## src/rtl/wb_stage_if.sv

```systemverilog
// wb_stage_if: result handshake from the memory stage into writeback.
//   in_valid    memory stage presents a result
//   in_ready    writeback can accept (driven by wb_stage)
//   in_rd       destination register
//   in_data     ALU result or raw load word
//   in_is_load  apply load alignment/extension
//   in_size     0 word, 1 halfword, 2 byte, 3 illegal
//   in_sign     sign-extend loads
//   in_addr_lo  byte offset of the load address
// master: memory stage side; slave: wb_stage side.
interface wb_stage_if #(
    parameter int WIDTH        = 32,
    parameter int REG_ADDR_LEN = 5
);
    logic                    in_valid;
    logic                    in_ready;
    logic [REG_ADDR_LEN-1:0] in_rd;
    logic [WIDTH-1:0]        in_data;
    logic                    in_is_load;
    logic [1:0]              in_size;
    logic                    in_sign;
    logic [1:0]              in_addr_lo;

    modport master (
        output in_valid, in_rd, in_data, in_is_load, in_size, in_sign, in_addr_lo,
        input  in_ready
    );

    modport slave (
        input  in_valid, in_rd, in_data, in_is_load, in_size, in_sign, in_addr_lo,
        output in_ready
    );
endinterface

```

## src/rtl/wb_stage.sv

```systemverilog
// wb_stage: writeback stage. Buffers formatted results in a 2-entry FIFO and
// drives the register-file write port, with a bypass lookup for decode.
// Ports:
//   clk, rst            clock; synchronous active-high reset
//   in_bus              result handshake (wb_stage_if.slave)
//   hold                freeze pops; pushes still accepted while space remains
//   rc, dataC, w_en     registered register-file write port
//   w_mode              constant 0 (word); extension is done here
//   qa, qb              decode source indices to look up
//   hit_a/b, fwd_a/b    youngest pending write to qa/qb (combinational)
//   misalign            one-cycle pulse after a misaligned/illegal load push
//   err_sticky          set with misalign, cleared only by rst
module wb_stage #(
    parameter int WIDTH        = 32,
    parameter int REG_ADDR_LEN = 5
) (
    input  logic                    clk,
    input  logic                    rst,
    wb_stage_if.slave               in_bus,
    input  logic                    hold,
    output logic [REG_ADDR_LEN-1:0] rc,
    output logic [WIDTH-1:0]        dataC,
    output logic                    w_en,
    output logic [1:0]              w_mode,
    input  logic [REG_ADDR_LEN-1:0] qa,
    input  logic [REG_ADDR_LEN-1:0] qb,
    output logic                    hit_a,
    output logic                    hit_b,
    output logic [WIDTH-1:0]        fwd_a,
    output logic [WIDTH-1:0]        fwd_b,
    output logic                    misalign,
    output logic                    err_sticky
);
    logic [REG_ADDR_LEN-1:0] ent_rd   [2];
    logic [WIDTH-1:0]        ent_data [2];
    logic                    ent_kill [2];

    logic [1:0] count;
    logic       head;
    logic       tail;
    logic       wr_idx;
    logic       push;
    logic       pop;

    logic [7:0]       sel_byte;
    logic [15:0]      sel_half;
    logic [WIDTH-1:0] fmt_data;
    logic             fmt_kill;

    assign in_bus.in_ready = (count != 2'd2);
    assign push   = in_bus.in_valid && in_bus.in_ready;
    assign pop    = (count != 2'd0) && !hold;
    assign tail   = ~head;
    // Next free slot: head when empty, the other slot when one entry is held.
    assign wr_idx = head ^ count[0];
    assign w_mode = '0;

    // Format at push time so FIFO entries already hold the final word.
    always_comb begin
        sel_byte = in_bus.in_data[{in_bus.in_addr_lo, 3'b000} +: 8];
        sel_half = in_bus.in_data[{in_bus.in_addr_lo[1], 4'b0000} +: 16];
        fmt_data = in_bus.in_data;
        fmt_kill = 1'b0;
        if (in_bus.in_is_load) begin
            unique case (in_bus.in_size)
                2'd0: begin
                    fmt_kill = (in_bus.in_addr_lo != 2'd0);
                end
                2'd1: begin
                    fmt_data = {{(WIDTH-16){in_bus.in_sign & sel_half[15]}}, sel_half};
                    fmt_kill = in_bus.in_addr_lo[0];
                end
                2'd2: begin
                    fmt_data = {{(WIDTH-8){in_bus.in_sign & sel_byte[7]}}, sel_byte};
                end
                default: begin
                    fmt_kill = 1'b1;
                end
            endcase
        end
    end

    always_ff @(posedge clk) begin
        if (push) begin
            ent_rd[wr_idx]   <= in_bus.in_rd;
            ent_data[wr_idx] <= fmt_data;
            ent_kill[wr_idx] <= fmt_kill;
        end
    end

    always_ff @(posedge clk) begin
        if (rst) begin
            count      <= '0;
            head       <= 1'b0;
            w_en       <= 1'b0;
            rc         <= '0;
            dataC      <= '0;
            misalign   <= 1'b0;
            err_sticky <= 1'b0;
        end else begin
            unique case ({push, pop})
                2'b10:   count <= count + 2'd1;
                2'b01:   count <= count - 2'd1;
                default: count <= count;
            endcase
            head <= head ^ pop;

            if (pop) begin
                rc    <= ent_rd[head];
                dataC <= ent_data[head];
                w_en  <= !ent_kill[head] && (ent_rd[head] != '0);
            end else begin
                w_en  <= 1'b0;
            end

            misalign   <= push && fmt_kill;
            err_sticky <= err_sticky || (push && fmt_kill);
        end
    end

    // Later matches overwrite earlier ones, so the youngest source wins:
    // output register, then FIFO head, then FIFO tail.
    function automatic logic [WIDTH:0] lookup(input logic [REG_ADDR_LEN-1:0] q);
        logic [WIDTH:0] r;
        r = '0;
        if (q != '0) begin
            if (w_en && rc == q)
                r = {1'b1, dataC};
            if (count != 2'd0 && !ent_kill[head] && ent_rd[head] == q)
                r = {1'b1, ent_data[head]};
            if (count == 2'd2 && !ent_kill[tail] && ent_rd[tail] == q)
                r = {1'b1, ent_data[tail]};
        end
        return r;
    endfunction

    assign {hit_a, fwd_a} = lookup(qa);
    assign {hit_b, fwd_b} = lookup(qb);
endmodule

```

## src/flat_wrapper.sv

```systemverilog
// flat-port wrapper written by rule: the top's interface ports become plain ports
module wb_stage_flat 
#(
    parameter int WIDTH        = 32,
    parameter int REG_ADDR_LEN = 5
)
  (clk, rst, hold, rc, dataC, w_en, w_mode, qa, qb, hit_a, hit_b, fwd_a, fwd_b, misalign, err_sticky, in_bus_in_valid, in_bus_in_rd, in_bus_in_data, in_bus_in_is_load, in_bus_in_size, in_bus_in_sign, in_bus_in_addr_lo, in_bus_in_ready);
  wb_stage_if #(.WIDTH(WIDTH), .REG_ADDR_LEN(REG_ADDR_LEN)) in_bus_i ();
  input  logic clk;
  input  logic rst;
  input  logic hold;
  output logic [REG_ADDR_LEN-1:0] rc;
  output logic [WIDTH-1:0] dataC;
  output logic w_en;
  output logic [1:0] w_mode;
  input  logic [REG_ADDR_LEN-1:0] qa;
  input  logic [REG_ADDR_LEN-1:0] qb;
  output logic hit_a;
  output logic hit_b;
  output logic [WIDTH-1:0] fwd_a;
  output logic [WIDTH-1:0] fwd_b;
  output logic misalign;
  output logic err_sticky;
  input wire logic [$bits(in_bus_i.in_valid)-1:0] in_bus_in_valid;
  input wire logic [$bits(in_bus_i.in_rd)-1:0] in_bus_in_rd;
  input wire logic [$bits(in_bus_i.in_data)-1:0] in_bus_in_data;
  input wire logic [$bits(in_bus_i.in_is_load)-1:0] in_bus_in_is_load;
  input wire logic [$bits(in_bus_i.in_size)-1:0] in_bus_in_size;
  input wire logic [$bits(in_bus_i.in_sign)-1:0] in_bus_in_sign;
  input wire logic [$bits(in_bus_i.in_addr_lo)-1:0] in_bus_in_addr_lo;
  output wire logic [$bits(in_bus_i.in_ready)-1:0] in_bus_in_ready;
  assign in_bus_i.in_valid = in_bus_in_valid;
  assign in_bus_i.in_rd = in_bus_in_rd;
  assign in_bus_i.in_data = in_bus_in_data;
  assign in_bus_i.in_is_load = in_bus_in_is_load;
  assign in_bus_i.in_size = in_bus_in_size;
  assign in_bus_i.in_sign = in_bus_in_sign;
  assign in_bus_i.in_addr_lo = in_bus_in_addr_lo;
  assign in_bus_in_ready = in_bus_i.in_ready;
  wb_stage #(.WIDTH(WIDTH), .REG_ADDR_LEN(REG_ADDR_LEN)) u_core (.clk(clk), .rst(rst), .in_bus(in_bus_i), .hold(hold), .rc(rc), .dataC(dataC), .w_en(w_en), .w_mode(w_mode), .qa(qa), .qb(qb), .hit_a(hit_a), .hit_b(hit_b), .fwd_a(fwd_a), .fwd_b(fwd_b), .misalign(misalign), .err_sticky(err_sticky));
endmodule
```

## config.mk

```make
export PLATFORM = sky130hd
export DESIGN_NAME = wb_stage_flat
export DESIGN_NICKNAME = d
export VERILOG_FILES = /design/src/rtl/wb_stage_if.sv /design/src/rtl/wb_stage.sv /design/src/flat_wrapper.sv
export SDC_FILE = /design/constraint.sdc
export NUM_CORES = 1
export LEC_CHECK = 0
export CAP_MARGIN = 20
export CORE_MARGIN = 10
export CORE_UTILIZATION = 35
export DETAILED_ROUTE_END_ITERATION = 7
export PLACE_DENSITY = 0.69
export SLEW_MARGIN = 20
export SYNTH_ARGS = -nofsm -noshare
export SYNTH_HDL_FRONTEND = slang
export SYNTH_SLANG_ARGS = --single-unit
```

## constraint.sdc

```tcl
create_clock -name clk -period 4.6 [get_ports clk]
set_input_delay 0.46 -clock clk [delete_from_list [all_inputs] [get_ports clk]]
set_output_delay 0.46 -clock clk [all_outputs]
set_load 0.01 [all_outputs]
```

# --- Yosys cells after proc, flatten, opt, wreduce, memory -nomap -nowiden ---
# Memories as Yosys holds them, arrays and structs flattened. A register that Yosys moved wholly into a read port is not among the register bits.
# Index checks and enable logic that the tools add are counted.
classes:
  n_addsub: 2
  eq_ne: 12
  shift: 2
  mux: 18
  bitwise: 6
  reduce_logical: 24
ops:
  columns: ["op", "count"]
  rows:
  - ["33-bit two-way mux", 8]
  - ["32-bit one-hot mux with 2 select lines", 1]
  - ["32-bit two-way mux", 1]
  - ["32-bit by 6-bit variable part select with 16-bit output", 1]
  - ["32-bit by 6-bit variable part select with 8-bit output", 1]
  - ["5-bit equality test", 6]
  - ["5-bit nonzero test", 3]
  - ["1-bit logical AND", 12]
  - ["2-bit equality test, second input constant", 3]
  - ["1-bit two-way mux", 6]
  - ["2-bit nonzero test", 3]
  - ["2-bit by 1-bit equality test with 1-bit output, second input constant", 2]
  - ["2-bit one-hot mux with 2 select lines", 1]
  - ["1-bit zero test", 3]
  - ["1-bit one-hot mux with 3 select lines", 1]
  - ["2-bit by 1-bit adder with 2-bit output, second input constant", 1]
  - ["1-bit AND", 2]
  - ["2-bit zero test", 1]
  - ["2-bit != test, second input constant", 1]
  - ["1-bit NOT", 2]
  - ["2-bit OR reduction", 1]
  - ["2-bit by 1-bit subtractor with 2-bit output, second input constant", 1]
  - ["1-bit bitwise XOR", 2]
  - ["1-bit logical OR", 1]
word_totals:
  ff_bits: 43
  ram_bits: 76
  inputBits: 57
  out_inout_bits: 109
  mem_count: 3
mem_list:
  columns: ["name", "depth", "width", "read_ports", "rd_ports_with_merged_regs", "write_ports", "line_no", "source"]
  rows:
  - ["u_core.ent_data", 2, 32, 2, 1, 1, "wb_stage.sv:35", "logic [WIDTH-1:0] ent_data [2];"]
  - ["u_core.ent_rd", 2, 5, 2, 1, 1, "wb_stage.sv:34", "logic [REG_ADDR_LEN-1:0] ent_rd [2];"]
  - ["u_core.ent_kill", 2, 1, 2, 1, 1, "wb_stage.sv:36", "logic ent_kill [2];"]

# --- Logic depth before layout (Yosys ltp) ---
# An unclocked memory read counts as a cell.
logic_depth:
  word_depth: 7
  depth_mapped: 10

# --- Worst setup path after synthesis ---
# No wires, ideal clock.
synth_timing:
  kind: "reg-to-reg"
  from: "reg u_core.head"
  to: "mem u_core.ent_data[0][0] (enable)"
  arrival_time_ps: 2962
  slack_ps: 1204
  path_stages_with_launch: 7
  period_less_slack_ps: 3396
  cell_sequence: "dfxtp_1 -> buf_6 -> buf_6 -> clkbuf_1 -> buf_2 -> xor2_1 -> nor2_1"
synth_via:
  elab_chain_cells: 1
synth_lines:
  columns: ["item", "line_no", "source"]
  rows:
  - ["start, declared", "wb_stage.sv:39", "logic head;"]
  - ["start signal, assigned", "wb_stage.sv:106", "head <= head ^ pop;"]
  - ["1-bit bitwise XOR", "wb_stage.sv:55", "assign wr_idx = head ^ count[0];"]
  - ["end, declared", "wb_stage.sv:35", null]
# No other way between the ends.

# --- Worst setup path in the final report ---
layout_timing:
  from: "reg u_core.head"
  to: "out fwd_a[28]"
layout_via:
  elab_chain_cells: 7
  word_cells_on_any_way: 10
  cone_classes: "eq/ne (1); mux (2); bitwise (1); reduce/logical (3); memory (3)"
layout_lines:
  columns: ["item", "line_no", "source"]
  rows:
  - ["1-bit NOT *", "wb_stage.sv:53", "assign tail = ~head;"]
  - ["parallel branches: the longest is 4 deep, another holds memory read 2 x 5 bit", null, null]
  - ["33-bit two-way mux *", "wb_stage.sv:131", "if (count == 2'd2 && !ent_kill[tail] && ent_rd[tail] == q)"]
  - ["33-bit two-way mux *", "wb_stage.sv:126", "if (q != '0) begin"]
  - ["end, declared", "flat_wrapper.sv:20", "output logic [WIDTH-1:0] fwd_a;"]
# Mark *: on every way between the ends.

==> results.txt <==
Worst Hold Class -> register to register
fmax -> 232 MHz
DP Area -> 9150 µm²
Ant. Diodes -> 0
PostCTS Resize Cnt -> 0
vias in the first global route -> 6440
Final Max Slew Viols -> 0
total power -> 0.00521 W
TritonCTS clock tree -> done
Synth cell types -> 44
Finished Layout Cells -> 1136
postcts setup bufs -> 0
critical path peak fanout -> 20
Final min period -> 4.31 ns
Clock Sink Count -> 119
Pleak -> 3.28 nW
final antenna-violating net count -> 0
Synth top area share -> 0.311
hold violation total from the final report -> 0
slew margin rel. -> 0.417
dpl hpwl -> 18.0 mm
Metal-1 WL -> 10.0 mm
via count -> 6648
drt total wl -> 24.7 mm
nets -> 915
Worst-Skew Late Latency -> 0.42 ns
initial antenna violation count -> 0
required time of the critical path -> 4.14 ns
main combinational cell family by area after synthesis -> compound AO/OA/AOI/OAI gates
Worst-path clk slew -> 0.05 ns
VDD IR max -> 0.225 mV
status -> finished, final reports clean
Yosys warnings -> 0
gr usage total -> 0.177
layout cells sized above 1 -> 0.170
Synth Area in Compound Gates -> 0.214
Final Setup Violations -> 0
WP data arrival -> 3.85 ns
P per Cell Area -> 535 nW/µm²
met3 WL -> 2.42 mm
WL met2 -> 11.6 mm
final setup TNS -> 0 ns
layout overhead on the synthesized area -> 32.5%
grt ovf -> 0
CTS max path bufs -> 2
drt initial violations -> 671
hold buffer count at CTS -> 0
sequential area share after synthesis -> 0.428
Post-Synth Simple-Gate Area -> 0.126
Worst-Margin Slew -> 0.874 ns
CP Class -> register to output pin
Synth Area in XOR/XNOR -> 0.0405
Post-Synth Adder-Cell Area -> 0.00852
CP endpoint kind -> output pin
CORE AREA -> 20400 µm²
highest routed layer -> met4
Port Buffers -> 163
synthesis-stage register bit count -> 119
initial cell density of the core -> 0.360
largest net degree at the start of global routing -> 65
top cell type by total area after synthesis -> edfxtp_1
Tcrit/Tclk final -> 0.938
Die Ht -> 165 µm
H-Tree Depth -> 4
chip width -> 165 µm
startpoint type of the worst setup path -> register
vias per inst -> 5.85
final instance area -> 9730 µm²
Ports -> 166
total die area -> 27200 µm²
skew final -> 0.0106 ns
number of CTS-inserted buffers -> 17
Core Rows -> 52
Syn Std Cell Area -> 7350 µm²
Mapped Cells -> 719
Fillers -> 1877
Cells after DPL -> 1104
routed length per instance -> 21.7 µm
CTS Root Cell -> clkbuf_16
syn avg cell area -> 10.2 µm²
Final Wtd Congestion -> 0.904
max_cap viols -> 0
post-synthesis mux area share -> 0.128
DRC -> 0
first-pass GRT wire length -> 37.6 mm
DR pass1 iterations -> 5
unrepaired setup endpoints after global routing -> no
synth top area cells -> edfxtp_1 31%, dfxtp_1 12%, mux2_2 8.6%
==> layout by cell type (no fill, tap or decap), types with 10 or more instances in the layout <==
cell type and instances:
mux2i_1 24, mux2_2 56, a211oi_1 21, clkdlybuf4s50_1 163, buf_4 19, o21ai_0 49
a31oi_1 10, xnor2_1 22, xor2_1 12, a221oi_2 15, a21o_1 17, nand2_1 14
a211oi_2 16, dfxtp_1 42, a221oi_1 49, nor2_1 91, edfxtp_1 76, nor3_1 68
clkbuf_16 17
==> cell usage after synthesis (all sizes together) <==
master,instances
nor2,94
edfxtp,76
nor3,68
a221oi,64
mux2,56
o21ai,50
dfxtp,43
a211oi,37
buf,35
clkbuf,34
mux2i,27
xnor2,22
a21o,17
nand2,14
xor2,12
a21oi,10
a31oi,10
a22oi,7
and2,7
inv,7
nor4,6
ha,5
nand3,4
and3,2
or3,2
and4,1
clkinv,1
conb,1
mux4,1
nand2b,1
nand4,1
nor2b,1
o22ai,1
o41ai,1
or3b,1
==> cell families after synthesis <==
group                      count (synthesis)
AOI/OAI and AO/OA                        197
xor gates and xnor gates                  34
adders and majority gates                  5
DFF                                      119
and+or+nand+nor                          202
other                                      1
muxes                                     84
buffers and inverters                     77
==> worst max-delay path: stages (launching register included) <==
cell and delay (ns):
dfxtp_4 0.52, mux2i_1 0.45, xnor2_1 0.14, nor4_2 0.38, and2_1 0.59, buf_12 0.25, a221oi_1 0.10, a211oi_1 0.37
clkdlybuf4s50_1 0.63
==> cell type report <==
cell class / instances / area, µm² / share of cell area
Multi-Input combinational cell: 524 / 3840 / 0.395
Sequential cell: 119 / 3150 / 0.323
Timing Repair Buffer: 183 / 1790 / 0.184
Clock buffer: 21 / 450 / 0.0463
Tap cell: 270 / 338 / 0.0347
Clock inverter: 11 / 130 / 0.0134
Inverter: 8 / 30.0 / 0.00309
==> flip-flops by register name, indices dropped and copies added (netlist names), 2 cells and up <==
signal,cells
u_core.ent_rd,10
u_core.ent_data,64
u_core.rc,5
u_core.dataC,32
u_core.ent_kill,2
u_core.count,2
==> power by group <==
| part | total, W | leakage (nW) | switching [W] | internal [W] |
|---|---|---|---|---|
| Sequential | 0.00187 | 1.07 | 0.000299 | 0.00157 |
| Clock | 0.00131 | 0.287 | 0.000452 | 0.000856 |
| Combinational | 0.00203 | 1.92 | 0.00115 | 0.000886 |
==> per-stage QoR <==
stage               setup WS [ns]   util  hold WS (ns)
floorplan                    1.20      -         0.481
global placement            0.687  0.448         0.445
detailed placement          0.653  0.448         0.446
CTS                         0.308  0.476         0.459
global route                0.118  0.476         0.486
finish                      0.286  0.476         0.456
==> routing by layer <==
layer  track usage  vias up
met5             0        -
met4        0.0636        0
met3        0.0421       41
met2         0.283      386
met1         0.229     3201
li1              -     3020
==> worst paths after layout <==
kind / cells past startpoint / start / end / slack [ns]
min reg2reg: 1 / u_core.err_sticky / u_core.err_sticky / 0.46
min: 1 / u_core.err_sticky / u_core.err_sticky / 0.46
max reg2reg: 4 / u_core.head / u_core.dataC[1] / 2.47
max: 8 / u_core.head / fwd_a[28] / 0.29
No activity file was read; power rests on OpenSTA's default activity.
